<file path="src/rtl/a5_stack_unit.sv">
// a5_stack_unit: LIFO data stack for the 16-bit processor datapath.
// It pushes words from the ALU result demux and pops them back to the datapath.
// It keeps a registered top-of-stack copy so the control unit can read the top
// without a memory read, and it reports occupancy and sticky error flags.
module a5_stack_unit #(
  parameter int DATA_W = 16,
  parameter int DEPTH  = 16,
  parameter int PTR_W  = $clog2(DEPTH)
) (
  input  logic              clk,
  input  logic              rst,
  input  logic [DATA_W-1:0] stack_push_a,
  input  logic              push,
  input  logic              pop,
  input  logic              clr_err,
  output logic [DATA_W-1:0] stack_pop_a,
  output logic              pop_valid,
  output logic [DATA_W-1:0] tos,
  output logic [PTR_W:0]    count,
  output logic              empty,
  output logic              full,
  output logic              overflow,
  output logic              underflow
);

  localparam logic [PTR_W:0] DEPTH_CNT = (PTR_W+1)'(DEPTH);

  // Resolved operation for this cycle. Error cases are kept separate so the
  // flag logic and the data path both key off a single decode.
  typedef enum logic [2:0] {
    OP_IDLE,
    OP_PUSH,
    OP_PUSH_FULL,
    OP_POP,
    OP_POP_EMPTY,
    OP_SWAP,
    OP_BYPASS
  } op_e;

  op_e               op;
  logic [DATA_W-1:0] mem [DEPTH];
  logic [PTR_W-1:0]  wr_idx;
  logic [PTR_W-1:0]  top_idx;
  logic [PTR_W-1:0]  below_idx;
  logic [DATA_W-1:0] pop_tos;
  logic              mem_we;
  logic [PTR_W-1:0]  mem_waddr;

  // The write pointer is the count itself. When the stack is full the low bits
  // wrap to 0, but no push-only write happens then. The top and below-top
  // indices wrap the same way, so the arithmetic stays modulo DEPTH.
  assign wr_idx    = count[PTR_W-1:0];
  assign top_idx   = wr_idx - 1'b1;
  assign below_idx = wr_idx - PTR_W'(2);

  // Status flags are decoded from the registered count, so they cannot glitch.
  assign empty = (count == '0);
  assign full  = (count == DEPTH_CNT);

  // Decode the request pair against the current occupancy.
  always_comb begin
    // NOTE: every combinational output gets a default first, so no path leaves it unassigned and no latch is inferred.
    op = OP_IDLE;
    case ({push, pop})
      2'b10:   op = full  ? OP_PUSH_FULL : OP_PUSH;
      2'b01:   op = empty ? OP_POP_EMPTY : OP_POP;
      2'b11:   op = empty ? OP_BYPASS    : OP_SWAP;
      default: op = OP_IDLE;
    endcase
  end

  // On a pop, the word below the current top becomes the new top.
  // When the last entry is popped, the new top is 0.
  always_comb begin
    pop_tos = '0;
    if (count != PTR_W'(1) + (PTR_W+1)'(0))
      pop_tos = mem[below_idx];
  end

  // Select the memory write for this cycle. A push-only request appends at the
  // count. A push with pop replaces the current top in place.
  always_comb begin
    mem_we    = 1'b0;
    mem_waddr = wr_idx;
    if (!rst) begin
      if (op == OP_PUSH) begin
        mem_we    = 1'b1;
        mem_waddr = wr_idx;
      end else if (op == OP_SWAP) begin
        mem_we    = 1'b1;
        mem_waddr = top_idx;
      end
    end
  end

  // Storage array write port.
  // NOTE: the storage array has no reset, because its contents are don't-care until pushed. This also keeps it mappable to plain register banks or RAM.
  always_ff @(posedge clk) begin
    if (mem_we)
      mem[mem_waddr] <= stack_push_a;
  end

  // Occupancy, top-of-stack copy and pop return register.
  // Because tos always mirrors mem[count-1], a pop returns tos directly and no
  // memory read is needed.
  always_ff @(posedge clk or posedge rst) begin
    // NOTE: sequential state uses non-blocking assignments only. Every register then samples pre-edge values, whatever the statement order.
    if (rst) begin
      count       <= '0;
      tos         <= '0;
      stack_pop_a <= '0;
      pop_valid   <= 1'b0;
    end else begin
      pop_valid <= 1'b0;
      case (op)
        OP_PUSH: begin
          count <= count + 1'b1;
          tos   <= stack_push_a;
        end
        OP_POP: begin
          count       <= count - 1'b1;
          stack_pop_a <= tos;
          pop_valid   <= 1'b1;
          tos         <= pop_tos;
        end
        OP_SWAP: begin
          stack_pop_a <= tos;
          pop_valid   <= 1'b1;
          tos         <= stack_push_a;
        end
        OP_BYPASS: begin
          stack_pop_a <= stack_push_a;
          pop_valid   <= 1'b1;
        end
        default: begin
        end
      endcase
    end
  end

  // Sticky error flags. A clear wins over an error raised in the same cycle.
  always_ff @(posedge clk or posedge rst) begin
    if (rst) begin
      overflow  <= 1'b0;
      underflow <= 1'b0;
    end else if (clr_err) begin
      overflow  <= 1'b0;
      underflow <= 1'b0;
    end else begin
      if (op == OP_PUSH_FULL)
        overflow <= 1'b1;
      if (op == OP_POP_EMPTY)
        underflow <= 1'b1;
    end
  end

  // Structural invariants: occupancy stays in range, and an empty stack shows a zero top.
  a_count_range : assert property (@(posedge clk) disable iff (rst) count <= DEPTH_CNT);
  a_empty_tos   : assert property (@(posedge clk) disable iff (rst) empty |-> (tos == '0));

endmodule

</file>
<file path="config.mk">
export PLATFORM = sky130hd
export DESIGN_NAME = a5_stack_unit
export DESIGN_NICKNAME = d
export VERILOG_FILES = /design/src/rtl/a5_stack_unit.sv
export SDC_FILE = /design/constraint.sdc
export NUM_CORES = 1
export LEC_CHECK = 0
export CAP_MARGIN = 25
export CORE_ASPECT_RATIO = 0.8
export CORE_MARGIN = 2
export CORE_UTILIZATION = 25
export CTS_CLUSTER_DIAMETER = 150
export DETAILED_ROUTE_END_ITERATION = 8
export PLACE_DENSITY = 0.47
export SETUP_SLACK_MARGIN = 0.4
export SKIP_LAST_GASP = 1
export SLEW_MARGIN = 20
export SYNTH_ARGS = -nofsm -noshare
export SYNTH_HDL_FRONTEND = slang
export SYNTH_SLANG_ARGS = --single-unit
</file>
<file path="constraint.sdc">
create_clock -name clk -period 7.9 [get_ports clk]
set_input_delay 1.58 -clock clk [delete_from_list [all_inputs] [get_ports clk]]
set_output_delay 1.58 -clock clk [all_outputs]
set_load 0.01 [all_outputs]
</file>
==> impl_metrics.ini, run 1 <==
[global_route]
grt_pass1_vias = 6765
antenna_found_initial = 1
grt_first_pass_wirelength_mm = 49.9
gr-usage-all-layers_pct = 13.5
grt.overflow.total = 0
grt_start_max_net_pins = 44

[floorplanning]
die_height_um = 202
row_count = 72
core_area_mm2 = 0.0485
dieArea_mm2 = 0.0510
start_util_pct = 25.4
io_pins = 63
die_w_um = 252

[flow_run]
cap_viol_max_count = 0

[synth]
synthCells = 715
synth_fp_nets = 743
yosys-top-cells-area = edfxtp_1 62%, mux4_2 8.8%, dfrtp_1 8.1%, mux2_2 4.3%, nand2b_1 1.9%
synth_edf_count = 256
yosysWarnings = 0
yosysUniqueCellTypes = 51
synth_ff_type = edfxtp_1
synth_top_area_share_pct = 62.5
synthesis.area_mm2 = 0.0123
synth-seq-cells = 296
synth_area_leader_cell = edfxtp_1
postSynth.asyncResetShare_pct = 13.5
avgSynthCellArea_um2 = 17.2
seq_area_frac_synth_pct = 70.6

[critical_path]
crit_path_end_kind = output port
r2r_cells = 8
critPathMaxFanout = 39
crit_type = flop to output port
required_ns = 6.32
startpoint_type = flop
rrSetupSlack_ns = 3.64
r2r-end = mem[14][9]
worstPathArrival_ns = 3.67
r2r-start = count[1]

[clocking]
clockBufferDepth = 3
ctsHoldBuffers = 0
htreeDepth = 1
clk_pin_slew_ns = 0.06
cts.sinks = 296
cts_inserted_buffers = 30
cts-root-buf = clkbuf_16
cts_resized = 0
clkLatencyLatePin_ns = 0.56
cts_setup_buffers = 0
tritoncts = done

[drt]
first_pass_iters = 5
routed_wirelength_mm = 34.6
drtAntennaViolNets = 0
routed_via_density = 4.69
first_iter_violations = 561
drc = 0
via_count = 6793
wl_per_cell_um = 23.9

[placement]
placedCellCount = 1383
hpwlAfterDp_mm = 22.3
portBuffers = 62
place_congestion = 0.788

[finish]
drive_gt1_share_pct = 24.1
syn_to_final_growth_pct = 22.4
nets = 823
stdcell_count = 1449
final_common_cell = edfxtp_1
final_cell_mix = 256 x edfxtp_1, 62 x clkdlybuf4s50_1, 48 x mux4_2, 47 x mux2_2, 39 x dfrtp_1

[sta]
relSlewSlack_pct = 29.8
setup_viol = 0
fmax_mhz = 190
min_period_over_period_pct = 66.5
rsz0062_at_grt = no
period_needed_ns = 5.25
drv_slew = 0
tightestPinTransition_ns = 1.02
clock_skew_ns = 0.00816
hold_viol = 0
finalSetupTns_ns = 0

[hold_path]
worstHoldStart = overflow
hold_path_depth = 2
hold-path-endpoint = overflow
hold_class = flop to flop

[power]
leakage_uw = 0.00482
powerDensity_mw_per_mm2 = 380
ir_drop_v = 0.000153

[status]
status = finished clean
-- cell usage after synthesis, types with 6 or more instances --
library cell	n
nor2_1	26
ha_1	7
a21oi_1	17
mux4_2	48
o2111ai_1	16
nand2_1	37
mux2_2	47
o22ai_1	17
buf_2	17
o211ai_1	16
xnor2_1	6
inv_1	18
o22a_1	16
edfxtp_1	256
a211oi_1	17
clkbuf_1	24
dfrtp_1	40
nand2b_1	38
-- kinds of logic (layout without fill, tap and decap cells) --
group,count (synthesis),count (layout),synth area share [%]
flip-flops,296,296,70.6
XOR/XNOR,8,8,0.570
adder cells (fa/ha/maj),7,7,0.712
buffers and inverters,65,169,2.23
AO/OA/AOI/OAI,115,115,6.83
multiplexers,99,99,13.5
other,0,1,0
AND/OR/NAND/NOR,125,125,5.54
-- stage by stage --
stage               hold WS [ns]  total power, uW  util, %  instance area (um^2)  setup slack (ns)
floorplan                  0.529             3330        -                 12300              3.32
global placement           0.504             4300     28.6                 13900              3.16
detailed placement         0.498             4290     28.7                 13900              3.14
CTS                        0.510             5790     30.8                 14900              2.54
global route               0.548             6000     31.1                 15100              2.40
finish                     0.511             5720     31.1                 15100              2.65
-- worst max-delay path, cell delays in order, from the launching register on --
cell and delay, ns:
dfrtp_2 0.38, buf_4 0.33, inv_2 0.66, ha_1 0.33, or4b_4 0.54, inv_6 0.24
clkdlybuf4s50_1 0.59
-- cell type report --
type,instances,area [um^2]
tap,629,787
clock inverter,13,160
multi-input combinational,354,3550
sequential,296,8690
fill,4739,33400
inverter,21,83.8
clock buffer,43,861
antenna,1,2.50
timing repair buffer,92,922
-- registers in the layout, indices dropped and copies added, names as in the netlist --
| signal | count |
|---|---|
| underflow | 1 |
| pop_valid | 1 |
| tos | 16 |
| mem | 256 |
| stack_pop_a | 16 |
| overflow | 1 |
| count | 5 |
-- metal layers --
| layer | track usage [%] | part of all wire, % | wire length, um |
|---|---|---|---|
| met1 | 21.1 | 51 | 17600 |
| met2 | 19.1 | 42 | 14400 |
| met3 | 2.86 | 5.6 | 1930 |
| met4 | 2.51 | 1.9 | 650 |
| met5 | 0 | 0 | 0 |
-- how the worst max path moves through the flow --
| stage | endpoint | start | cells past startpoint |
|---|---|---|---|
| 6_report | empty | count[1] | 6 |
| 5_1_grt | empty | count[1] | 6 |
| 4_1_cts | empty | count[1] | 6 |
| 3_5_place_dp | mem[2][14] | pop | 8 |
| 3_3_place_gp | mem[2][2] | pop | 8 |
| 2_1_floorplan | mem[6][0] | rst | 5 |
-- report_power, final --
part           internal (uW)  switching (uW)
registers               1870             122
clock network            883             594
logic                    975            1280
total                   3730            1990
Power figures use the tool's default switching activity.
==> run 2, diff against run 1 <==
- clock period: 7.9 -> 5.3 ns (I/O delays scaled with it)
==> impl_metrics.ini, run 2 (synthesis results as in run 1) <==
[status]
status = finished clean

[clocking]
htreeDepth = 1
clkLatencyLatePin_ns = 0.56
cts.sinks = 296
cts_inserted_buffers = 29
cts_resized = 0
cts-root-buf = clkbuf_16
ctsHoldBuffers = 0
cts_setup_buffers = 0
clockBufferDepth = 3
tritoncts = done
clk_pin_slew_ns = 0.07

[finish]
syn_to_final_growth_pct = 22.2
top_regs = mem x256, stack_pop_a x16, tos x16
final_common_cell = edfxtp_1
final_cell_mix = 256 x edfxtp_1, 62 x clkdlybuf4s50_1, 48 x mux4_2, 47 x mux2_2, 39 x dfrtp_1
postLayoutCoreUtil_pct = 31.0
fill_cells = 4726
drive_gt1_share_pct = 24.6
insertedDiodeCount = 0
regArea_mm2 = 0.00869
nets = 826
multi_input_area_mm2 = 0.00355
regMostFlops = mem
largest_register_ffs = 256

[critical_path]
r2r-start = count[1]
max_stage_delay_ns = 0.59
crit_path_end_kind = output port
startpoint_type = flop
r2r-end = mem[8][2]
required_ns = 4.24
rrSetupSlack_ns = 1.42
cp-startpoint = count[1]
cp_slowest_cell = clkdlybuf4s50_1
worstPathArrival_ns = 3.28
crit_type = flop to output port
worst-path-stages = 5
path_buf_inv = 3
crit_path_cell_trace = inv_2, ha_1, or4b_4, inv_6, clkdlybuf4s50_1
critPathMaxFanout = 25
crit_end = empty
r2r_cells = 7
crit_family = buffers and inverters

[global_route]
grt_util_met2_pct = 18.2
antenna_found_initial = 0
gr-usage-all-layers_pct = 13.5
grt.overflow.total = 0
grt_util_met1_pct = 22.0
grt_start_max_net_pins = 48
grt_first_pass_wirelength_mm = 50.2
grt_pass1_vias = 6916
grt_busiest_layer = met1
use_met3_pct = 2.94

[drt]
first_iter_violations = 663
via_count = 6840
first_pass_iters = 5
wl_per_cell_um = 23.8
routed_wirelength_mm = 34.5
routed_via_density = 4.72
drc = 0
drtAntennaViolNets = 0

[flow_run]
cap_viol_max_count = 0

[sta]
hold_viol = 0
drv_slew = 0
relSlewSlack_pct = 29.3
rsz0062_at_grt = no
fmax_mhz = 231
finalSetupTns_ns = 0
period_needed_ns = 4.34
setup_slack_ns = 0.964
tightestPinTransition_ns = 1.06
setup_viol = 0
min_period_over_period_pct = 81.8
clock_skew_ns = 0.0233

[floorplanning]
die_height_um = 202
start_util_pct = 25.4
dieArea_mm2 = 0.0510
row_count = 72
core_area_mm2 = 0.0485
io_pins = 63
die_w_um = 252

[placement]
place_congestion = 0.783
post-place-ws_ns = 0.970
portBuffers = 62
hpwlAfterDp_mm = 22.2

[power]
ir_drop_v = 0.000268
leakage_uw = 0.00482
powerDensity_mw_per_mm2 = 565

[hold_path]
hold_class = flop to flop
[run 2: cell types whose count changed in the layout (fill, tap and decap cells not counted), sizes merged]
cell | previous run | this run
buf | 30 | 34
bufinv | 4 | 5
clkbuf | 43 | 31
clkinv | 10 | 15
clkinvlp | 0 | 2
diode | 1 | 0
inv | 20 | 21
[run 2: how the worst min path moves through the flow]
| stage | from | endpoint | slack [ns] | depth (start not counted) |
|---|---|---|---|---|
| 2_1_floorplan | overflow | overflow | 0.53 | 2 |
| 3_3_place_gp | underflow | underflow | 0.48 | 2 |
| 3_5_place_dp | underflow | underflow | 0.49 | 2 |
| 4_1_cts | underflow | underflow | 0.51 | 2 |
| 5_1_grt | underflow | underflow | 0.55 | 2 |
| 6_report | underflow | underflow | 0.50 | 2 |
[run 2: routing by layer]
metal	vias to the layer above	part of all wire, %
met2	194	40
met3	36	5.8
met4	0	1.4
met1	3611	53
met5	-	0
li1	2999	-
[run 2: power breakdown]
part / switching [uW] / total, uW / internal, uW
logic: 1870 / 3360 / 1490
registers: 192 / 2980 / 2790
clock network: 899 / 2160 / 1260
total: 2960 / 8500 / 5540
[run 2: cell type report]
class	count	area share (%)
timing repair buffer	96	6.25
clock inverter	22	1.61
clock buffer	31	4.94
sequential	296	57.8
multi-input combinational	354	23.6
tap	629	5.24
inverter	21	0.558
[run 2: metrics by stage]
stage / power [uW] / hold WS, ns / instance area [um^2] / instances
after global placement: 6380 / 0.483 / 13900 / 1384
after floorplan: 4960 / 0.529 / 12300 / 715
after global routing: 8890 / 0.552 / 15000 / 1449
final: 8500 / 0.498 / 15000 / 1449
after CTS: 8590 / 0.509 / 15000 / 1442
after detailed placement: 6400 / 0.493 / 14000 / 1389
[run 2: worst min-delay path: cells and delay by family (launching register included)]
kind,cells,cell delay (ns)
DFF,1,0.35
and+or+nand+nor,2,0.12
==> patch 1 (config.mk and constraints of run 2) <==
Make the reset (`rst`) synchronous in 2 clocked blocks.
--- a/src/rtl/a5_stack_unit.sv
+++ b/src/rtl/a5_stack_unit.sv
@@ -103,7 +103,7 @@
   // Occupancy, top-of-stack copy and pop return register.
   // Because tos always mirrors mem[count-1], a pop returns tos directly and no
   // memory read is needed.
-  always_ff @(posedge clk or posedge rst) begin
+  always_ff @(posedge clk) begin
     // NOTE: sequential state uses non-blocking assignments only. Every register then samples pre-edge values, whatever the statement order.
     if (rst) begin
       count       <= '0;
@@ -139,7 +139,7 @@
   end
 
   // Sticky error flags. A clear wins over an error raised in the same cycle.
-  always_ff @(posedge clk or posedge rst) begin
+  always_ff @(posedge clk) begin
     if (rst) begin
       overflow  <= 1'b0;
       underflow <= 1'b0;
Function: differs if rst is asserted again (counterexample within 4 cycles, from zero or initial values and one cycle with rst high); with rst held inactive, the same outputs for 4 cycles.
==> patch 1 against run 2 <==
- first-iteration DRC count up 6.9%
- final area down 4.7%
- register-to-register slack improved by 0.15 ns
- worst setup slack got worse by 0.17 ns
- maximum frequency decreased by 3.7%
- routed wire length fell by 7.8%
- sequential cell count stayed put
- via count fell by 6.6%
- core utilization shrank 0.48 points
- synthesized area fell by 3.7%
- global-route usage shrank 0.45 points
- largest cell class unchanged
Power is not compared: it rests on default switching activity, and its combinational part moved more than twofold at a synthesized area within 25%.
==> patch 1: results (changes against run 2) <==
- Setup TNS: 0 ns (unchanged)
- Hold_sp: stack_pop_a[10]
- First-pass GRT wire length: 46450 µm (-7.5%)
- Routability cong.: 0.7904 (+0.97%)
- Post-synth EDFFs: 256 (unchanged)
- R2R cell count: 9 (+2)
- Outcome: completed
- CP peak stage delay: 0.64 ns (+0.05 ns)
- Worst-path clk slew: 0.06 ns
- Wire per inst: 23.06 µm (-3.2%)
- Number of distinct library cells after synthesis: 46 (-9.8%)
- Layout fillers: 4589 (-2.9%)
- Layout cells sized above 1: 0.2368 (-0.009499)
- Critical R2R Capture: mem[6][3]
- Number of global-route vias before repair: 6556 (-5.2%)
- Clock skew: 0.01981 ns (-0.003503 ns)
- Pin count of the biggest net entering global routing: 43 (-10%)
- Detailed Routing Iterations Pass 1: 5 (unchanged)
- Critical Path Source Type: flip-flop
- Slew margin rel.: 0.3602 (+0.06696)
- Detailed Route Iter0 Violations: 709 (+6.9%)
- CP arrival: 3.44 ns (+0.16 ns)
- Crit Path Max Fanout: 20 (-20%)
- WHS: 0.5017 ns (+0.003891 ns)
- Hold Path Sink: stack_pop_a[10]
- Initial antenna violation count: 0 (unchanged)
- CP delay by family, top: buffers and inverters
- Detailed Place HPWL: 20380 µm (-8.2%)
- Worst reg-to-reg setup slack: 1.57 ns (+0.15 ns)
- Tot GR Track Use: 0.1305 (-0.004479)
- Synth cell count leaders: edfxtp_1, mux4_2, nor2_1, dfxtp_1, mux2i_1
- CTS buffer count: 29 (unchanged)
- N_diodes: 0 (unchanged)
- Synth Net Count: 680 (-8.5%)
- Sequential element share of the synthesized area: 0.7167 (+0.01055)
- Final net count: 765 (-7.4%)
- I/O Buffers: 62 (unchanged)
- Synth area leaders: edfxtp_1, mux4_2, dfxtp_1
- Vias: 6387 (-6.6%)
- Async set-reset flop share out of synthesis: 0 (-0.1351)
- Worst flop-to-flop path startpoint: count[1]
- Leakage power: 4.552 nW
- Area after DPL: 0.01335 mm² (-4.4%)
- Slowest CP cell: or4b_4
[patch 1: report_power, final]
| part | switching [mW] | internal (mW) |
|---|---|---|
| combinational | 0.741 | 0.596 |
| sequential | 0.0995 | 2.64 |
| clock | 0.881 | 1.24 |
[patch 1: layout make-up]
cell class	count	area [µm²]	share of cell area
Sequential cell	296	8492	0.5929
Multi-Input combinational cell	311	3187	0.2225
Timing Repair Buffer	93	875.8	0.06115
Clock buffer	41	790.8	0.05521
Tap cell	620	775.7	0.05416
Clock inverter	13	180.2	0.01258
Inverter	6	22.52	0.001572
[patch 1: through the flow]
step	instances	worst slack (ns)	power (mW)
floorplan	652	1.736	3.594
global placement	1324	1.330	4.145
detailed placement	1326	1.382	4.150
CTS	1380	0.7587	6.278
global route	1380	0.6224	6.460
finish	1380	0.7968	6.192
[patch 1: worst max path at each step]
stage	to	slack [ns]	cells past startpoint
after floorplan	mem[13][0]	1.74	10
after global placement	mem[2][2]	1.33	6
after detailed placement	empty	1.38	7
after CTS	empty	0.76	7
after global routing	empty	0.62	7
final	empty	0.80	7
[patch 1: routing by layer]
metal / GRT usage / up-vias / share of wire
met5: 0 / - / 0
met4: 0.02085 / 0 / 0.014
met3: 0.02509 / 38 / 0.056
met2: 0.2037 / 179 / 0.45
met1: 0.1912 / 3341 / 0.48
li1: - / 2829 / -
[patch 1: cells by family (layout without fill, tap and decap cells)]
family          after synthesis  count (layout)  share of synthesized area
flops                       296             296                     0.7167
simple gates                107             107                    0.04575
mux                          97              97                     0.1498
compound gates               92              92                    0.05600
buf+inv                      45             153                    0.01838
xor+xnor                      8               8                   0.005917
fa+ha+maj                     7               7                   0.007395
[patch 1: tightest hold or removal path, delay by kind of cell, from the launching register on]
family          cells  cell delay [ns]
simple gates        1             0.10
compound gates      1             0.05
flops               1             0.31
==> patch 2 (config.mk and constraints of run 2) <==
Without the edit above. Change the parameter `DATA_W` from 16 to 24.
--- a/src/rtl/a5_stack_unit.sv
+++ b/src/rtl/a5_stack_unit.sv
@@ -3,7 +3,7 @@
 // It keeps a registered top-of-stack copy so the control unit can read the top
 // without a memory read, and it reports occupancy and sticky error flags.
 module a5_stack_unit #(
-  parameter int DATA_W = 16,
+  parameter int DATA_W = 24,
   parameter int DEPTH  = 16,
   parameter int PTR_W  = $clog2(DEPTH)
 ) (
Interface: changed (resized stack_pop_a, stack_push_a and tos); port bits go from 63 to 87. The function was not compared with the original's and may differ.
==> patch 2 against run 2 <==
- the flow now finishes with violations (DRC)
- final area increased by 45%
- largest cell class unchanged
- sequential share of layout area up 1.4 points
- largest power group is now sequential cells
- worst hold slack worse by 0.012 ns
- total power grew 40%
- sequential cell count is 144 higher
- synthesized area up 45%
- synthesized cell count is 45% higher
- routed wire length increased by 41%
- worst setup slack improved by 0.56 ns
- cell count is 48% higher
==> patch 2: results (changes against run 2) <==
- Mean Syn Cell Area: 17.23 µm² (+0.15%)
- Leakage power: 7.150 nW (+48%)
- Layout cells sized above 1: 0.2108 (-0.03555)
- Metal-1 WL: 23760 µm (+30%)
- Worst vdd ir: 0.4774 mV (+78%)
- P_sw: 4.110 mW (+39%)
- Final std cells w/o fill: 2139 (+48%)
- Violated checks: DRC
- Post-synth EDFFs: 384 (+50%)
- P_int: 7.826 mW (+41%)
- Worst-margin pin slew: 1.009 ns (-0.04833 ns)
- Multi-input gate share of total cell area: 0.2212 (-0.01475)
- Slowest CP cell: nor3b_1
- Tot GR Track Use: 0.1326 (-0.002424)
- Crit Path Max Fanout: 5 (-80%)
- Sequential element share of the synthesized area: 0.7237 (+0.01751)
- Total core area: 0.07065 mm² (+46%)
- Met1 usage: 0.1972 (-0.02314)
- Async set-reset flop share out of synthesis: 0.1273 (-0.007862)
- Outcome: finished with violations
- Initial antenna violation count: 2 (+2)
- Synth Register Bits: 440 (+49%)
- Detailed Routing Iterations Pass 1: 7 (+2)
- Signal buffers: 139 (+45%)
- Post-Synth XOR/XNOR Area: 0.002941 (-0.002754)
- Storage cell area: 0.01294 mm² (+49%)
- Final net count: 1200 (+45%)
- Remaining DRCs: 6 (+6)
- Detailed Route Iter0 Violations: 959 (+45%)
- Vias: 9891 (+45%)
- Worst skew pair latency: 0.61 ns (+0.05 ns)
- Layout fillers: 6875 (+45%)
- I/O Buffers: 86 (+39%)
- Wirelength, routed: 48580 µm (+41%)
- Area after DPL: 0.02024 mm² (+45%)
- Synth area leaders: edfxtp_1, dfrtp_1, mux2i_1
-- patch 2: cell types whose count changed in the layout (fill, tap and decap cells not counted), sizes merged, moves of 25 or more --
cell / before / now
clkbuf: 31 / 56
mux2i: 2 / 98
o21ai: 5 / 35
edfxtp: 256 / 384
a22oi: 2 / 49
nand3: 2 / 37
-- patch 2: worst paths after layout --
check | from | to | slack (ns) | cells after the start
worst max-delay path | count[1] | full | 1.53 | 5
worst min-delay path | stack_pop_a[6] | stack_pop_a[6] | 0.49 | 2
worst max register to register | count[1] | mem[15][19] | 1.65 | 7
worst min register to register | stack_pop_a[6] | stack_pop_a[6] | 0.49 | 2
max in group asynchronous | rst | count[1] | 3.36 | 3
min in group asynchronous | rst | tos[11] | 1.25 | 3
-- patch 2: logic make-up after synthesis --
logic type,after synthesis
flip-flops,440
multiplexers,189
AO/OA/AOI/OAI,174
AND/OR/NAND/NOR,149
buffers and inverters,72
adder cells (fa/ha/maj),7
XOR/XNOR,6
